--- config.mk ---
export PLATFORM = sky130hd
export DESIGN_NAME = pipe_tag_tracker
export DESIGN_NICKNAME = d
export VERILOG_FILES = /design/src/rtl/pipe_tag_tracker.sv
export SDC_FILE = /design/constraint.sdc
export NUM_CORES = 1
export LEC_CHECK = 0
export CAP_MARGIN = 20
export CORE_MARGIN = 2
export CORE_UTILIZATION = 25
export CTS_CLUSTER_SIZE = 28
export DETAILED_ROUTE_END_ITERATION = 10
export DONT_BUFFER_PORTS = 1
export PLACE_DENSITY_LB_ADDON = 0.2
export SYNTH_ARGS = -nofsm -noshare
export SYNTH_HDL_FRONTEND = slang
export SYNTH_SLANG_ARGS = --single-unit
--- constraint.sdc ---
create_clock -name clk -period 2.8 [get_ports clk]
set_clock_uncertainty 0.2 [all_clocks]
set_input_delay 0.56 -clock clk [delete_from_list [all_inputs] [get_ports clk]]
set_output_delay 0.56 -clock clk [all_outputs]
set_load 0.005 [all_outputs]
--- src/rtl/pipe_tag_tracker.sv ---
// ---------------------------------------------------------------------------
// pipe_tag_tracker
//
// Tracks transactions down a STAGES-deep pipeline. Each transaction entering
// stage 0 gets a sequence tag; the tag moves down with the stage advance
// strobes. Each stage has a valid gate, a hold counter (cycles spent on the
// current tag) and a hang flag. A retire port checks that tags leave the last
// stage in program order.
//
// Ports:
//   clk          - clock, rising edge
//   rstn         - asynchronous active-low reset
//   stage_adv    - bit i: a transaction enters stage i this cycle
//   stage_kill   - bit i: the transaction in stage i is removed
//   retire       - the last stage completes its transaction this cycle
//   stage_tag    - gated tag per stage, stage i at [i*TAG_W +: TAG_W]
//   stage_valid  - valid gate per stage
//   hold_cnt     - cycles stage i has held its tag, [i*HOLD_W +: HOLD_W]
//   hang         - hold_cnt[i] >= HOLD_MAX while stage i is valid
//   retire_valid - a valid tag retired last cycle
//   retire_tag   - tag of that retirement
//   order_err    - sticky out-of-order / duplicate retirement flag
// ---------------------------------------------------------------------------
module pipe_tag_tracker #(
    parameter int STAGES   = 5,
    parameter int TAG_W    = 6,
    parameter int HOLD_W   = 6,
    parameter int HOLD_MAX = 32
) (
    input  logic                       clk,
    input  logic                       rstn,
    input  logic [STAGES-1:0]          stage_adv,
    input  logic [STAGES-1:0]          stage_kill,
    input  logic                       retire,
    output logic [STAGES*TAG_W-1:0]    stage_tag,
    output logic [STAGES-1:0]          stage_valid,
    output logic [STAGES*HOLD_W-1:0]   hold_cnt,
    output logic [STAGES-1:0]          hang,
    output logic                       retire_valid,
    output logic [TAG_W-1:0]           retire_tag,
    output logic                       order_err
);

    localparam logic [TAG_W-1:0]  TAG_MAX  = '1;
    localparam logic [TAG_W-1:0]  TAG_ONE  = TAG_W'(1);
    localparam logic [HOLD_W-1:0] HOLD_SAT = '1;
    localparam logic [HOLD_W-1:0] HOLD_LIM = HOLD_W'(HOLD_MAX);
    // Forward distance of half the tag space or more is treated as going
    // backwards (or jumping implausibly far ahead).
    localparam logic [TAG_W:0]    HALF     = (TAG_W+1)'(1) << (TAG_W-1);

    logic [STAGES-1:0][TAG_W-1:0]  raw_tag_q, raw_tag_d;
    logic [STAGES-1:0][TAG_W-1:0]  src_tag;
    logic [STAGES-1:0]             src_valid;
    logic [STAGES-1:0]             valid_q, valid_d;
    logic [STAGES-1:0][HOLD_W-1:0] hold_q, hold_d;

    logic [TAG_W-1:0] next_tag_q, next_tag_d;
    logic             first_ret_q, first_ret_d;
    logic [TAG_W-1:0] last_ret_q, last_ret_d;
    logic             retire_valid_q, retire_valid_d;
    logic [TAG_W-1:0] retire_tag_q, retire_tag_d;
    logic             order_err_q, order_err_d;

    // ---------------------------------------------------------------
    // Per-stage tag / valid / hold logic
    // ---------------------------------------------------------------
    genvar gi;
    generate
        for (gi = 0; gi < STAGES; gi++) begin : g_stage
            if (gi == 0) begin : g_head
                assign src_tag[gi]   = next_tag_q;
                assign src_valid[gi] = 1'b1;
            end else begin : g_body
                // Pre-edge values of the upstream stage, so simultaneous
                // advances on neighbouring stages shift cleanly.
                assign src_tag[gi]   = raw_tag_q[gi-1];
                assign src_valid[gi] = valid_q[gi-1];
            end

            // Advance takes priority over kill on the same stage.
            assign raw_tag_d[gi] = stage_adv[gi] ? src_tag[gi] : raw_tag_q[gi];
            assign valid_d[gi]   = stage_adv[gi] ? src_valid[gi]
                                                 : (valid_q[gi] & ~stage_kill[gi]);

            assign hold_d[gi] = (stage_adv[gi] || !valid_d[gi]) ? '0 :
                                (hold_q[gi] == HOLD_SAT)        ? hold_q[gi] :
                                                                  hold_q[gi] + 1'b1;

            assign stage_tag[gi*TAG_W +: TAG_W]   = valid_q[gi] ? raw_tag_q[gi] : '0;
            assign hold_cnt[gi*HOLD_W +: HOLD_W]  = hold_q[gi];
            assign stage_valid[gi]                = valid_q[gi];
            assign hang[gi] = valid_q[gi] && (hold_q[gi] >= HOLD_LIM);
        end
    endgenerate

    // ---------------------------------------------------------------
    // Tag allocator: 1..2^TAG_W-1, skipping the reserved empty tag 0
    // ---------------------------------------------------------------
    always_comb begin
        next_tag_d = next_tag_q;
        if (stage_adv[0]) begin
            next_tag_d = (next_tag_q == TAG_MAX) ? TAG_ONE : next_tag_q + 1'b1;
        end
    end

    // ---------------------------------------------------------------
    // Retirement and order check
    // ---------------------------------------------------------------
    logic [TAG_W-1:0] ret_tag;
    logic [TAG_W:0]   ret_dist;
    logic             ret_ok;

    assign ret_tag = raw_tag_q[STAGES-1];
    assign ret_ok  = retire && valid_q[STAGES-1];

    always_comb begin
        // Distance from the previous retirement, modulo the 2^TAG_W-1 tags
        // in use (0 is never allocated, so the wrap adds M, not 2^TAG_W).
        ret_dist = {1'b0, ret_tag} - {1'b0, last_ret_q};
        if (ret_tag < last_ret_q) begin
            ret_dist = ret_dist + {1'b0, TAG_MAX};
        end
    end

    always_comb begin
        retire_valid_d = ret_ok;
        retire_tag_d   = retire_tag_q;
        first_ret_d    = first_ret_q;
        last_ret_d     = last_ret_q;
        order_err_d    = order_err_q;
        if (ret_ok) begin
            retire_tag_d = ret_tag;
            last_ret_d   = ret_tag;
            first_ret_d  = 1'b0;
            if (!first_ret_q && (ret_dist == '0 || ret_dist >= HALF)) begin
                order_err_d = 1'b1;
            end
        end
    end

    // ---------------------------------------------------------------
    // State registers
    // ---------------------------------------------------------------
    always_ff @(posedge clk or negedge rstn) begin
        if (!rstn) begin
            raw_tag_q      <= '0;
            valid_q        <= '0;
            hold_q         <= '0;
            next_tag_q     <= TAG_ONE;
            first_ret_q    <= 1'b1;
            last_ret_q     <= '0;
            retire_valid_q <= 1'b0;
            retire_tag_q   <= '0;
            order_err_q    <= 1'b0;
        end else begin
            raw_tag_q      <= raw_tag_d;
            valid_q        <= valid_d;
            hold_q         <= hold_d;
            next_tag_q     <= next_tag_d;
            first_ret_q    <= first_ret_d;
            last_ret_q     <= last_ret_d;
            retire_valid_q <= retire_valid_d;
            retire_tag_q   <= retire_tag_d;
            order_err_q    <= order_err_d;
        end
    end

    assign retire_valid = retire_valid_q;
    assign retire_tag   = retire_tag_q;
    assign order_err    = order_err_q;

endmodule

Word level (Yosys, flattened, before mapping). Index checks and enable logic that the tools add are counted.

Reductions and logical operators: 21. Bitwise gates (word level): 10. $lt $le $gt $ge: 7. $add $sub $neg: 8. Equal/unequal tests: 11. Mux-type cells: 22.

Operator list (count): $mux W6 (16); $add A6 B1 Y6 const B (6); $eq A6 B6 Y1 const B (6); $ge A6 B6 Y1 const B (5); $ne A2 B2 Y1 const B (5); $add A7 B6 Y7 const B (1); $ge A7 B6 Y1 const B (1); $logic_and A1 B1 Y1 (7); $logic_not A7 Y1 (1); $mux W7 (1); $sub A6 B6 Y7 (1); $logic_not A1 Y1 (6); $logic_or A1 B1 Y1 (6); $lt A6 B6 Y1 (1); $and A1 B1 Y1 (5); $mux W1 (5); $not A1 Y1 (5); $reduce_and A2 Y1 (1).

Logic and storage cells: 95. Bits of input ports: 13. Output and inout bits: 78. Register bits: 80.

Longest topological paths before layout. Gate-level depths: netlist of run 1.

Word-level depth: 7. Gate-level depth with buffers: 12. Mapped depth without buffers: 12.

Worst setup path before layout of run 1. Ideal clock, no wire load.

Kind: reg2reg. Start: reg raw_tag_q, in the netlist ret_tag[0]. End: reg order_err_q, in the netlist order_err. Clock period less this slack: 2.424 ns. Arrival: 2.089 ns. Slack: 0.376 ns. Stages on the path, launching flop included: 13. Data required time: 2.465 ns. Path through: dfrtp_1 -> inv_1 -> ha_1 -> inv_1 -> fa_1 -> inv_1 -> ha_1 -> nor3b_1 -> a31oi_1 -> o21ai_0 -> a31o_2 -> o211ai_1 -> o211ai_1.

Longest elaborated chain between the ends: 7. Elaborated cells on any way between the ends: 9. Those cells by class: 2 x add/sub; 2 x order compare; 1 x mux; 4 x reduce/logical.

RTL lines: start: declaration (line 52) `logic [STAGES-1:0][TAG_W-1:0] raw_tag_q, raw_tag_d;`; start signal: assignment (line 157) `raw_tag_q <= raw_tag_d;`; $sub A6 B6 Y7 (line 120) `ret_dist = {1'b0, ret_tag} - {1'b0, last_ret_q};`; $add A7 B6 Y7 (line 122) `ret_dist = ret_dist + {1'b0, TAG_MAX};`; $mux W7 * (line 121) `if (ret_tag < last_ret_q) begin`; $ge A7 B6 Y1 / $logic_not A7 Y1 (equally long branches) (line 136) `if (!first_ret_q && (ret_dist == '0 || ret_dist >= HALF)) begin`; $logic_or A1 B1 Y1 * (line 136); $logic_and A1 B1 Y1 * (line 136); $reduce_and A2 Y1 (no line) *; end signal: assignment (line 165) `order_err_q <= order_err_d;`; end: declaration (line 63) `logic order_err_q, order_err_d;`.

Mark *: on every way between the ends. The rest lies on a longest branch, timed or not. A chain may end at the register's enable or synchronous reset.

Final worst setup path of run 1. Ends and elaborated chain as after synthesis.

==> results.sh, run 1 <==
export IMPL_status="completed"
export IMPL_synth_seq_area_share_pct=48.5
export IMPL_crit_required_ps=2810
export IMPL_ys_flop_type="dfrtp_1"
export IMPL_cts_tree="yes"
export IMPL_first_global_vias=2939
export IMPL_dpl_instance_area_sq_um=4350
export IMPL_fin_nets=441
export IMPL_synthMuxAreaShare_pct=8.41
export IMPL_drt_drc_violations_left=0
export IMPL_slew_limit_headroom_pct=58.1
export IMPL_maxSlewViolCount=0
export IMPL_worstSetupStartpointType="register"
export IMPL_ir_worst_vdd_mv=0.326
export IMPL_start_util_pct=25.3
export IMPL_timing_worst_slew_pin_value_ps=624
export IMPL_rows=47
export IMPL_yosysWarnings=0
export IMPL_clockBufferDepth=2
export IMPL_cts_root_buf="clkbuf_16"
export IMPL_synth_xor_area_share_pct=3.18
export IMPL_antenna_left=0
export IMPL_place_inst=616
export IMPL_reg2reg_from="ret_tag[0]$_DFFE_PN0P_"
export IMPL_die_x_microns=133
export IMPL_synth_edf_count=0
export IMPL_setup_viol=0
export IMPL_place_gp_congestion=0.804
export IMPL_hold_end="next_tag_q[5]$_DFFE_PN0P_"
export IMPL_grt_max_degree=81
export IMPL_grt_ovfl_total=0
export IMPL_stdcell_area_sq_um=4710
export IMPL_fmax_mhz=379
export IMPL_viasPerCell=4.67
export IMPL_worstPathArrival_ps=2650
export IMPL_synthMostInstantiatedCell="dfrtp_1"
export IMPL_period_share_pct=94.3
export IMPL_core_sq_um=16300
export IMPL_synth_top_family_by_area="simple AND/OR/NAND/NOR gates"
export IMPL_antenna_found_initial=0
export IMPL_synth_top_cell_area_share_pct=47.2
export IMPL_routedWlPerCell_microns=15.5
export IMPL_die_area_sq_um=17600
export IMPL_drive_gt1_share_pct=14.0
export IMPL_crit_path_end_kind="register"
export IMPL_path_clk_slew_ps=60
export IMPL_synth_adder_area_share_pct=5.63
export IMPL_grt_pass1_wl_microns=16200
export IMPL_worstHoldPathCells=1
export IMPL_async_reset_ff_share_pct=100
export IMPL_area_growth_pct=13.8
export IMPL_synth_compound_area_share_pct=9.90
export IMPL_r2r_slack_ps=160
export IMPL_nFillCells=1757
export IMPL_critical_path_class="register to register"
export IMPL_fin_cells=635
export IMPL_dr_total_vias=2966
export IMPL_yosys_register_bits=80
export IMPL_grt_usage_pct=11.8
export IMPL_cts_max_level=3
export IMPL_p_per_area_nw_per_um2=954
export IMPL_firstDrtPassIters=5
export IMPL_ys_types=49
export IMPL_hold_start="stage_adv[0]"
export IMPL_drt_iter0_drc=96
export IMPL_netlist_instances=407
export IMPL_syn_num_nets=438
export IMPL_wl_microns=9830
export IMPL_clkLatencyLatePin_ps=340
export IMPL_syn_area_per_cell_sq_um=10.2
export IMPL_hold_violations=0
export IMPL_antenna_cells=0
export IMPL_hpwl_microns=7000
export IMPL_p_leak_nw=1.98
export IMPL_synth_area_leader_cell="dfrtp_1"
export IMPL_die_y_microns=133
export IMPL_cap_violations=0
export IMPL_hold_ws_ps=105
export IMPL_syn_area_sq_um=4130
export IMPL_synth_simple_gate_area_share_pct=20.7
export IMPL_path_max_fanout=3
export IMPL_synth_common_cells="dfrtp_1 (78), nand2_1 (38), and2_1 (37)"
export IMPL_clock_sinks=80
export IMPL_min_path_type="input pin to register"
export IMPL_rr_endpoint="order_err$_DFFE_PN0P_"
export IMPL_r2r_cells=12
export IMPL_io_pins=91
export IMPL_numCtsBuffers=9
export IMPL_period_minus_slack_ps=2640
export IMPL_io_buffers=0
export IMPL_synthTopCellsByArea="dfrtp_1 (47%), mux2_2 (8.2%), and2_1 (5.6%)"
-- logic make-up (layout without fill, tap and decap cells) --
| kind of cell | Yosys count | after routing |
|---|---|---|
| adder cells (fa/ha/maj) | 18 | 18 |
| AO/OA/AOI/OAI | 62 | 62 |
| AND/OR/NAND/NOR | 165 | 165 |
| flip-flops | 80 | 80 |
| XOR/XNOR | 15 | 15 |
| buffers and inverters | 36 | 44 |
| multiplexers | 31 | 31 |
-- layer usage --
metal | share of wire, % | global-route usage [%]
met5 | 0 | 0
met4 | 2.0 | 5.50
met3 | 6.6 | 3.72
met2 | 46 | 18.6
met1 | 45 | 14.7
-- registers in the layout (all words and copies together) (netlist names) --
signal and flops:
stage_valid 5, retire_valid 1, order_err 1, hold_cnt 30
raw_tag_q 24, ret_tag 6, retire_tag 6, first_ret_q 1
next_tag_q 6
-- report_power, final --
part	internal (mW)	leakage [nW]	total [mW]	switching, mW
Sequential	1.45	1.03	1.75	0.294
Clock	0.717	0.144	1.19	0.477
Combinational	0.728	0.809	1.55	0.822
Total	2.90	1.98	4.49	1.59
-- worst max-delay path, cell delays in order, from the launching register on --
cell,delay [ps]
dfrtp_1,380
inv_2,80
ha_4,130
inv_1,50
fa_1,570
inv_1,50
ha_2,170
nor3b_1,150
a31oi_1,140
o21ai_1,100
a31o_2,260
o211ai_1,100
o211ai_1,120
-- per-stage QoR --
| stage | util (%) | TNS (ps) | setup WS [ps] | power [mW] |
|---|---|---|---|---|
| 6_report | 28.8 | 0 | 160 | 4.49 |
| 5_1_grt | 28.8 | -5.08 | -5.08 | 4.85 |
| 4_1_cts | 28.6 | 0 | 152 | 4.52 |
| 3_5_place_dp | 26.6 | 0 | 201 | 3.24 |
| 3_3_place_gp | 26.6 | 0 | 252 | 3.21 |
| 2_1_floorplan | - | 0 | 376 | 2.91 |
-- timing repair --
item	in CTS	in global routing
endpoints found under the hold margin	80	0
gates resized for setup	0	5
hold buffers	2	0
setup endpoints to repair	0	1
setup buffers	0	1
-- worst max-delay path by stage --
stage / startpoint / end / cells after the start
2_1_floorplan: ret_tag[0]$_DFFE_PN0P_ / order_err$_DFFE_PN0P_ / 12
3_3_place_gp: ret_tag[0]$_DFFE_PN0P_ / order_err$_DFFE_PN0P_ / 12
3_5_place_dp: ret_tag[0]$_DFFE_PN0P_ / order_err$_DFFE_PN0P_ / 12
4_1_cts: ret_tag[0]$_DFFE_PN0P_ / order_err$_DFFE_PN0P_ / 12
5_1_grt: ret_tag[0]$_DFFE_PN0P_ / order_err$_DFFE_PN0P_ / 12
6_report: ret_tag[0]$_DFFE_PN0P_ / order_err$_DFFE_PN0P_ / 12
-- final cells by class --
cell class	instances	area [sq um]	area share [%]
timing repair buffer	3	45.0	0.957
sequential	80	2000	42.6
multi-input combinational	291	1990	42.4
clock inverter	3	43.8	0.931
inverter	25	93.8	1.99
tap	220	275	5.85
clock buffer	13	250	5.32
-- layout by cell type, fill, tap and decap left out, types with 9 or more instances in the layout --
cell	count
dfrtp_1	78
nand2_1	38
and2_1	37
nor2_1	31
mux2_2	30
inv_1	24
o21ai_0	21
nand3_1	17
ha_1	15
a21oi_1	11
nor3_1	11
clkbuf_16	9
Power figures use the tool's default switching activity.
==> run 2, diff against run 1 <==
==> constraint.sdc (replaced) <==
create_clock -name clk -period 2.8 [get_ports clk]
set_clock_uncertainty 0.2 [all_clocks]
set_input_delay 0.56 -clock clk [delete_from_list [all_inputs] [get_ports clk]]
set_output_delay 0.56 -clock clk [all_outputs]
set_load 0.02 [all_outputs]
==> run 2 against run 1 <==
Design area increased by 0.59%. Power increased by 5.1%. Flip-flop and latch count unchanged.
==> results.sh, run 2 (synthesis results as in run 1) <==
export IMPL_core_sq_um=16300
export IMPL_largest_reg_flops=30
export IMPL_dr_total_vias=2975
export IMPL_rows=47
export IMPL_antenna_found_initial=0
export IMPL_cts_root_buf="clkbuf_16"
export IMPL_path_max_fanout=4
export IMPL_multi_input_area_sq_um=1980
export IMPL_fin_tns_setup_ps=0
export IMPL_rr_endpoint="order_err$_DFFE_PN0P_"
export IMPL_postCtsSetupBuffers=0
export IMPL_drt_drc_violations_left=0
export IMPL_io_pins=91
export IMPL_numCtsBuffers=9
export IMPL_met1_length_microns=4390
export IMPL_hpwl_microns=7110
export IMPL_firstDrtPassIters=4
export IMPL_wl_met2_microns=4510
export IMPL_grt_ovfl_total=0
export IMPL_critical_path_class="register to register"
export IMPL_stdcell_area_sq_um=4730
export IMPL_ir_worst_vdd_mv=0.390
export IMPL_place_gp_congestion=0.794
export IMPL_status="completed"
export IMPL_crit_path_end_kind="register"
export IMPL_p_leak_nw=2.00
export IMPL_crit_required_ps=2820
export IMPL_path_clk_slew_ps=60
export IMPL_p_per_area_nw_per_um2=997
export IMPL_worstPathArrival_ps=2660
export IMPL_finalPower_mw=4.72
export IMPL_cap_violations=0
export IMPL_regArea_sq_um=2000
export IMPL_hold_violations=0
export IMPL_fin_nets=444
export IMPL_viasPerCell=4.66
export IMPL_dpl_instance_area_sq_um=4380
export IMPL_final_util_pct=29.0
export IMPL_period_minus_slack_ps=2640
export IMPL_r2r_slack_ps=160
export IMPL_hold_start="stage_adv[0]"
export IMPL_grt_pass1_wl_microns=15900
export IMPL_reg2reg_from="ret_tag[0]$_DFFE_PN0P_"
export IMPL_grt_usage_pct=11.7
export IMPL_die_y_microns=133
export IMPL_cts_tree="yes"
export IMPL_clock_sinks=80
export IMPL_fin_cells=638
export IMPL_place_inst=620
export IMPL_start_util_pct=25.3
export IMPL_routedWlPerCell_microns=15.4
export IMPL_slew_limit_headroom_pct=62.0
export IMPL_area_growth_pct=14.5
export IMPL_fmax_mhz=378
export IMPL_first_global_vias=2923
export IMPL_layout_common_cells="dfrtp_1 (78), nand2_1 (38), and2_1 (37), nor2_1 (31), mux2_2 (30)"
export IMPL_grt_max_degree=81
export IMPL_maxSlewViolCount=0
export IMPL_timing_worst_slew_pin_value_ps=566
export IMPL_worstSetupStartpointType="register"
export IMPL_period_share_pct=94.4
export IMPL_io_buffers=0
export IMPL_clkLatencyLatePin_ps=340
export IMPL_rsz0062_at_grt="no"
export IMPL_wl_microns=9800
export IMPL_hold_end="next_tag_q[3]$_DFFE_PN0P_"
export IMPL_cts_max_level=3
export IMPL_clockBufferDepth=2
export IMPL_drive_gt1_share_pct=14.1
export IMPL_final_common_cell="dfrtp_1"
export IMPL_r2r_cells=10
export IMPL_drt_iter0_drc=173
export IMPL_setup_viol=0
export IMPL_die_area_sq_um=17600
export IMPL_min_path_type="input pin to register"
export IMPL_nFillCells=1745
export IMPL_antenna_left=0
export IMPL_antenna_cells=0
export IMPL_highest_layer="met4"
export IMPL_wl_met3_microns=688
export IMPL_die_x_microns=133
export IMPL_worstHoldPathCells=1
## run 2: repair_timing
item	4_1_cts	5_1_grt
hold buffers	2	0
hold endpoints to repair	80	0
gates resized for setup	0	0
## run 2: metal layers
layer  track usage, %  up-vias
met4             5.62        0
met2             18.0       84
met3             3.98       14
met1             14.6     1457
met5                0        -
li1                 -     1420
## run 2: critical path, cell delays in order, from the launching register on
cell and delay, ps:
dfrtp_1 370, inv_1 90, ha_1 190, inv_1 60, fa_1 450, nor2_1 180, a2bb2oi_2 80, a211oi_2 350
o211ai_1 230, o211ai_1 220, o211ai_1 100
## run 2: worst max path at each step
stage | start | end | slack, ps | cells past startpoint
2_1_floorplan | retire_tag[0]$_DFFE_PN0P_ | order_err$_DFFE_PN0P_ | 300 | 11
3_3_place_gp | ret_tag[0]$_DFFE_PN0P_ | order_err$_DFFE_PN0P_ | 260 | 12
3_5_place_dp | ret_tag[0]$_DFFE_PN0P_ | order_err$_DFFE_PN0P_ | 190 | 12
4_1_cts | ret_tag[0]$_DFFE_PN0P_ | order_err$_DFFE_PN0P_ | 170 | 12
5_1_grt | ret_tag[0]$_DFFE_PN0P_ | order_err$_DFFE_PN0P_ | 10 | 10
6_report | ret_tag[0]$_DFFE_PN0P_ | order_err$_DFFE_PN0P_ | 160 | 10
## run 2: layout make-up
class	count	share of cell area [%]
sequential	80	42.3
multi-input combinational	291	41.8
tap	220	5.82
clock buffer	11	4.92
inverter	25	1.98
clock inverter	5	1.72
timing repair buffer	6	1.43
## run 2: power by group
| part | total (mW) | internal (mW) | switching (mW) |
|---|---|---|---|
| logic | 1.68 | 0.736 | 0.945 |
| clock network | 1.27 | 0.782 | 0.492 |
| registers | 1.77 | 1.45 | 0.314 |
| total | 4.72 | 2.97 | 1.75 |
## run 2: stage by stage
step / hold slack (ps) / worst slack (ps)
finish: 95.8 / 157
global route: 83.3 / 14.4
CTS: 78.9 / 169
detailed placement: 66.4 / 185
global placement: 66.6 / 261
floorplan: 64.4 / 299
==> variant: new RTL, flow settings as in run 2 <==
Set the parameter `HOLD_W` to 4 (it was 6).
--- a/src/rtl/pipe_tag_tracker.sv
+++ b/src/rtl/pipe_tag_tracker.sv
@@ -24,7 +24,7 @@
 module pipe_tag_tracker #(
     parameter int STAGES   = 5,
     parameter int TAG_W    = 6,
-    parameter int HOLD_W   = 6,
+    parameter int HOLD_W   = 4,
     parameter int HOLD_MAX = 32
 ) (
     input  logic                       clk,
Ports: changed (resized hold_cnt); port bits go from 91 to 81. No check against the original RTL was run, so the function may have changed too.
==> variant against run 2 <==
- total power is 14% lower
- sequential cell count fell by 10
- synthesized area shrank 17%
- die area decreased by 16%
- routed wire length shrank 21%
- global-route usage is 0.15 points lower
- final area down 17%
- worst setup slack better by 46 ps
==> variant: results (changes against run 2) <==
{| class="wikitable"
! Metric !! Value
|-
| Number of vias per cell after detailed routing || 4.612 (was 4.663)
|-
| Worst-case setup slack after placement || 239.5 ps (was 185.4 ps)
|-
| Worst path slowest cell || sky130_fd_sc_hd__dfrtp_1 (was sky130_fd_sc_hd__fa_1)
|-
| TNS Setup || 0 ps (unchanged)
|-
| Largest net degree at the start of global routing || 71 (was 81)
|-
| DRT iter0 DRCs || 83 (was 173)
|-
| Count of cell types in the netlist || 44 (was 49)
|-
| Static Leakage || 1.748 nW (was 2.002 nW)
|-
| Number of antenna violations at the first check in global routing || 0 (unchanged)
|-
| Max FFs per register || 24 (was 30)
|-
| TritonCTS buffer count || 9 (unchanged)
|-
| Met2 routing resource usage after global routing || 17.94% (was 18.05%)
|-
| Met3 layer usage reported by global route || 5.827% (was 3.985%)
|-
| Total number of nets in the final design || 354 (was 444)
|-
| HPWL reported at the end of detailed placement || 5.496 mm (was 7.106 mm)
|-
| Met1 routing resource usage after global routing || 13.66% (was 14.59%)
|-
| Largest cells by area after synthesis || sky130_fd_sc_hd__dfrtp_1, sky130_fd_sc_hd__mux2_2, sky130_fd_sc_hd__and2_1 (unchanged)
|-
| DR vias || 2343 (was 2975)
|-
| Largest register by flop count || raw_tag_q
|-
| Min-Delay Path Class || input port to flip-flop (unchanged)
|-
| Result of the run || finished, final reports clean (unchanged)
|-
| Clk root buf || sky130_fd_sc_hd__clkbuf_16 (unchanged)
|-
| Ranking of synthesized cells by instance count || sky130_fd_sc_hd__dfrtp_1, sky130_fd_sc_hd__nand2_1, sky130_fd_sc_hd__and2_1 (unchanged)
|-
| Post-Place Cells || 490 (was 620)
|-
| Sequential element share of the synthesized area || 51.00% (was 48.49%)
|-
| Longest individual stage delay on the worst path || 480 ps (was 450 ps)
|-
| CP arrival || 2650 ps (was 2660 ps)
|-
| VDD IR-drop max || 0.4073 mV (was 0.3904 mV)
|-
| Cell family with the largest share of critical-path delay || adder cells (was compound AO/OA/AOI/OAI gates)
|-
| DR WL/cell || 15.19 um (was 15.36 um)
|-
| Gr ovfl total || 0 (unchanged)
|-
| Share of async-settable or async-resettable flops after synthesis || 100.0% (unchanged)
|-
| CTS H-tree depth || 3 (unchanged)
|-
| Global-route usage over all layers || 11.52% (was 11.66%)
|-
| Weighted congestion at the end of routability-driven global placement || 0.7905 (was 0.7935)
|-
| Average cell area after synthesis || 10.62 sq um (was 10.16 sq um)
|-
| Number of global-route vias before repair || 2444 (was 2923)
|-
| Wire length of the first global-routing pass || 12.90 mm (was 15.90 mm)
|-
| Ratio of cells with drive above 1 in the final layout || 15.96% (was 14.11%)
|-
| TritonRoute pass-1 iters || 6 (was 4)
|-
| Longest Clk Path Bufs || 2 (unchanged)
|-
| Measured slew at the worst slew-check pin || 646.6 ps (was 566.2 ps)
|-
| Worst Slack Setup Final || 203.0 ps (was 156.7 ps)
|-
| Post_cts resized || 0 (unchanged)
|-
| Hold slack || 114.9 ps (was 95.76 ps)
|}
==> variant: changes by cell type in the layout (fill, tap and decap cells not counted), sizes merged, moves of 4 or more <==
cell / before / now
mux2i: 1 / 5
ha: 17 / 13
o21ai: 22 / 9
inv: 25 / 13
and2: 37 / 32
dfrtp: 78 / 68
xor2: 7 / 1
a21oi: 11 / 5
nand2: 38 / 33
==> variant: routing by layer <==
| metal | up-vias | share of wire, % |
|---|---|---|
| met3 | 14 | 8.4 |
| met1 | 1131 | 44 |
| met5 | - | 0 |
| li1 | 1131 | - |
| met2 | 67 | 46 |
| met4 | 0 | 1.7 |
==> variant: cells by family after synthesis <==
group	count (synthesis)	synth area share, %
xor+xnor	10	2.547
buf+inv	23	3.056
simple gates	139	20.55
fa+ha+maj	14	5.311
flops	70	51.00
compound gates	33	6.257
mux	35	11.28
==> variant: worst paths after layout <==
check | startpoint | end | depth (start not counted)
max | retire_tag[0]$_DFFE_PN0P_ | order_err$_DFFE_PN0P_ | 9
min | stage_adv[0] | stage_valid[0]$_DFF_PN0_ | 1
max reg2reg | retire_tag[0]$_DFFE_PN0P_ | order_err$_DFFE_PN0P_ | 9
min reg2reg | first_ret_q$_DFFE_PN1P_ | first_ret_q$_DFFE_PN1P_ | 1
max in group asynchronous | rstn | first_ret_q$_DFFE_PN1P_ | 2
min in group asynchronous | rstn | hold_cnt[4]$_DFFE_PN0P_ | 2
==> variant: stage by stage <==
stage	area (sq um)	util (%)
finish	3921	29.38
global route	3921	29.38
CTS	3921	29.38
detailed placement	3607	27.02
global placement	3607	27.02
floorplan	3440	-
==> variant: cell type report <==
cell class	instances	area, sq um
Timing Repair Buffer	3	45.04
Clock inverter	5	33.78
Tap cell	176	220.2
Inverter	12	45.04
Multi-Input combinational cell	231	1580
Clock buffer	11	242.7
Fill cell	1426	9427
Sequential cell	70	1754
==> variant: timing repair <==
item / in CTS / in global routing
setup endpoints to repair: 0 / 0
endpoints found under the hold margin: 70 / 0
hold buffers: 2 / 0
==> variant: where the power goes <==
part	switching, mW	internal (mW)	total, mW
registers	0.347	1.30	1.65
logic	0.732	0.619	1.35
clock network	0.443	0.623	1.07
total	1.52	2.55	4.07
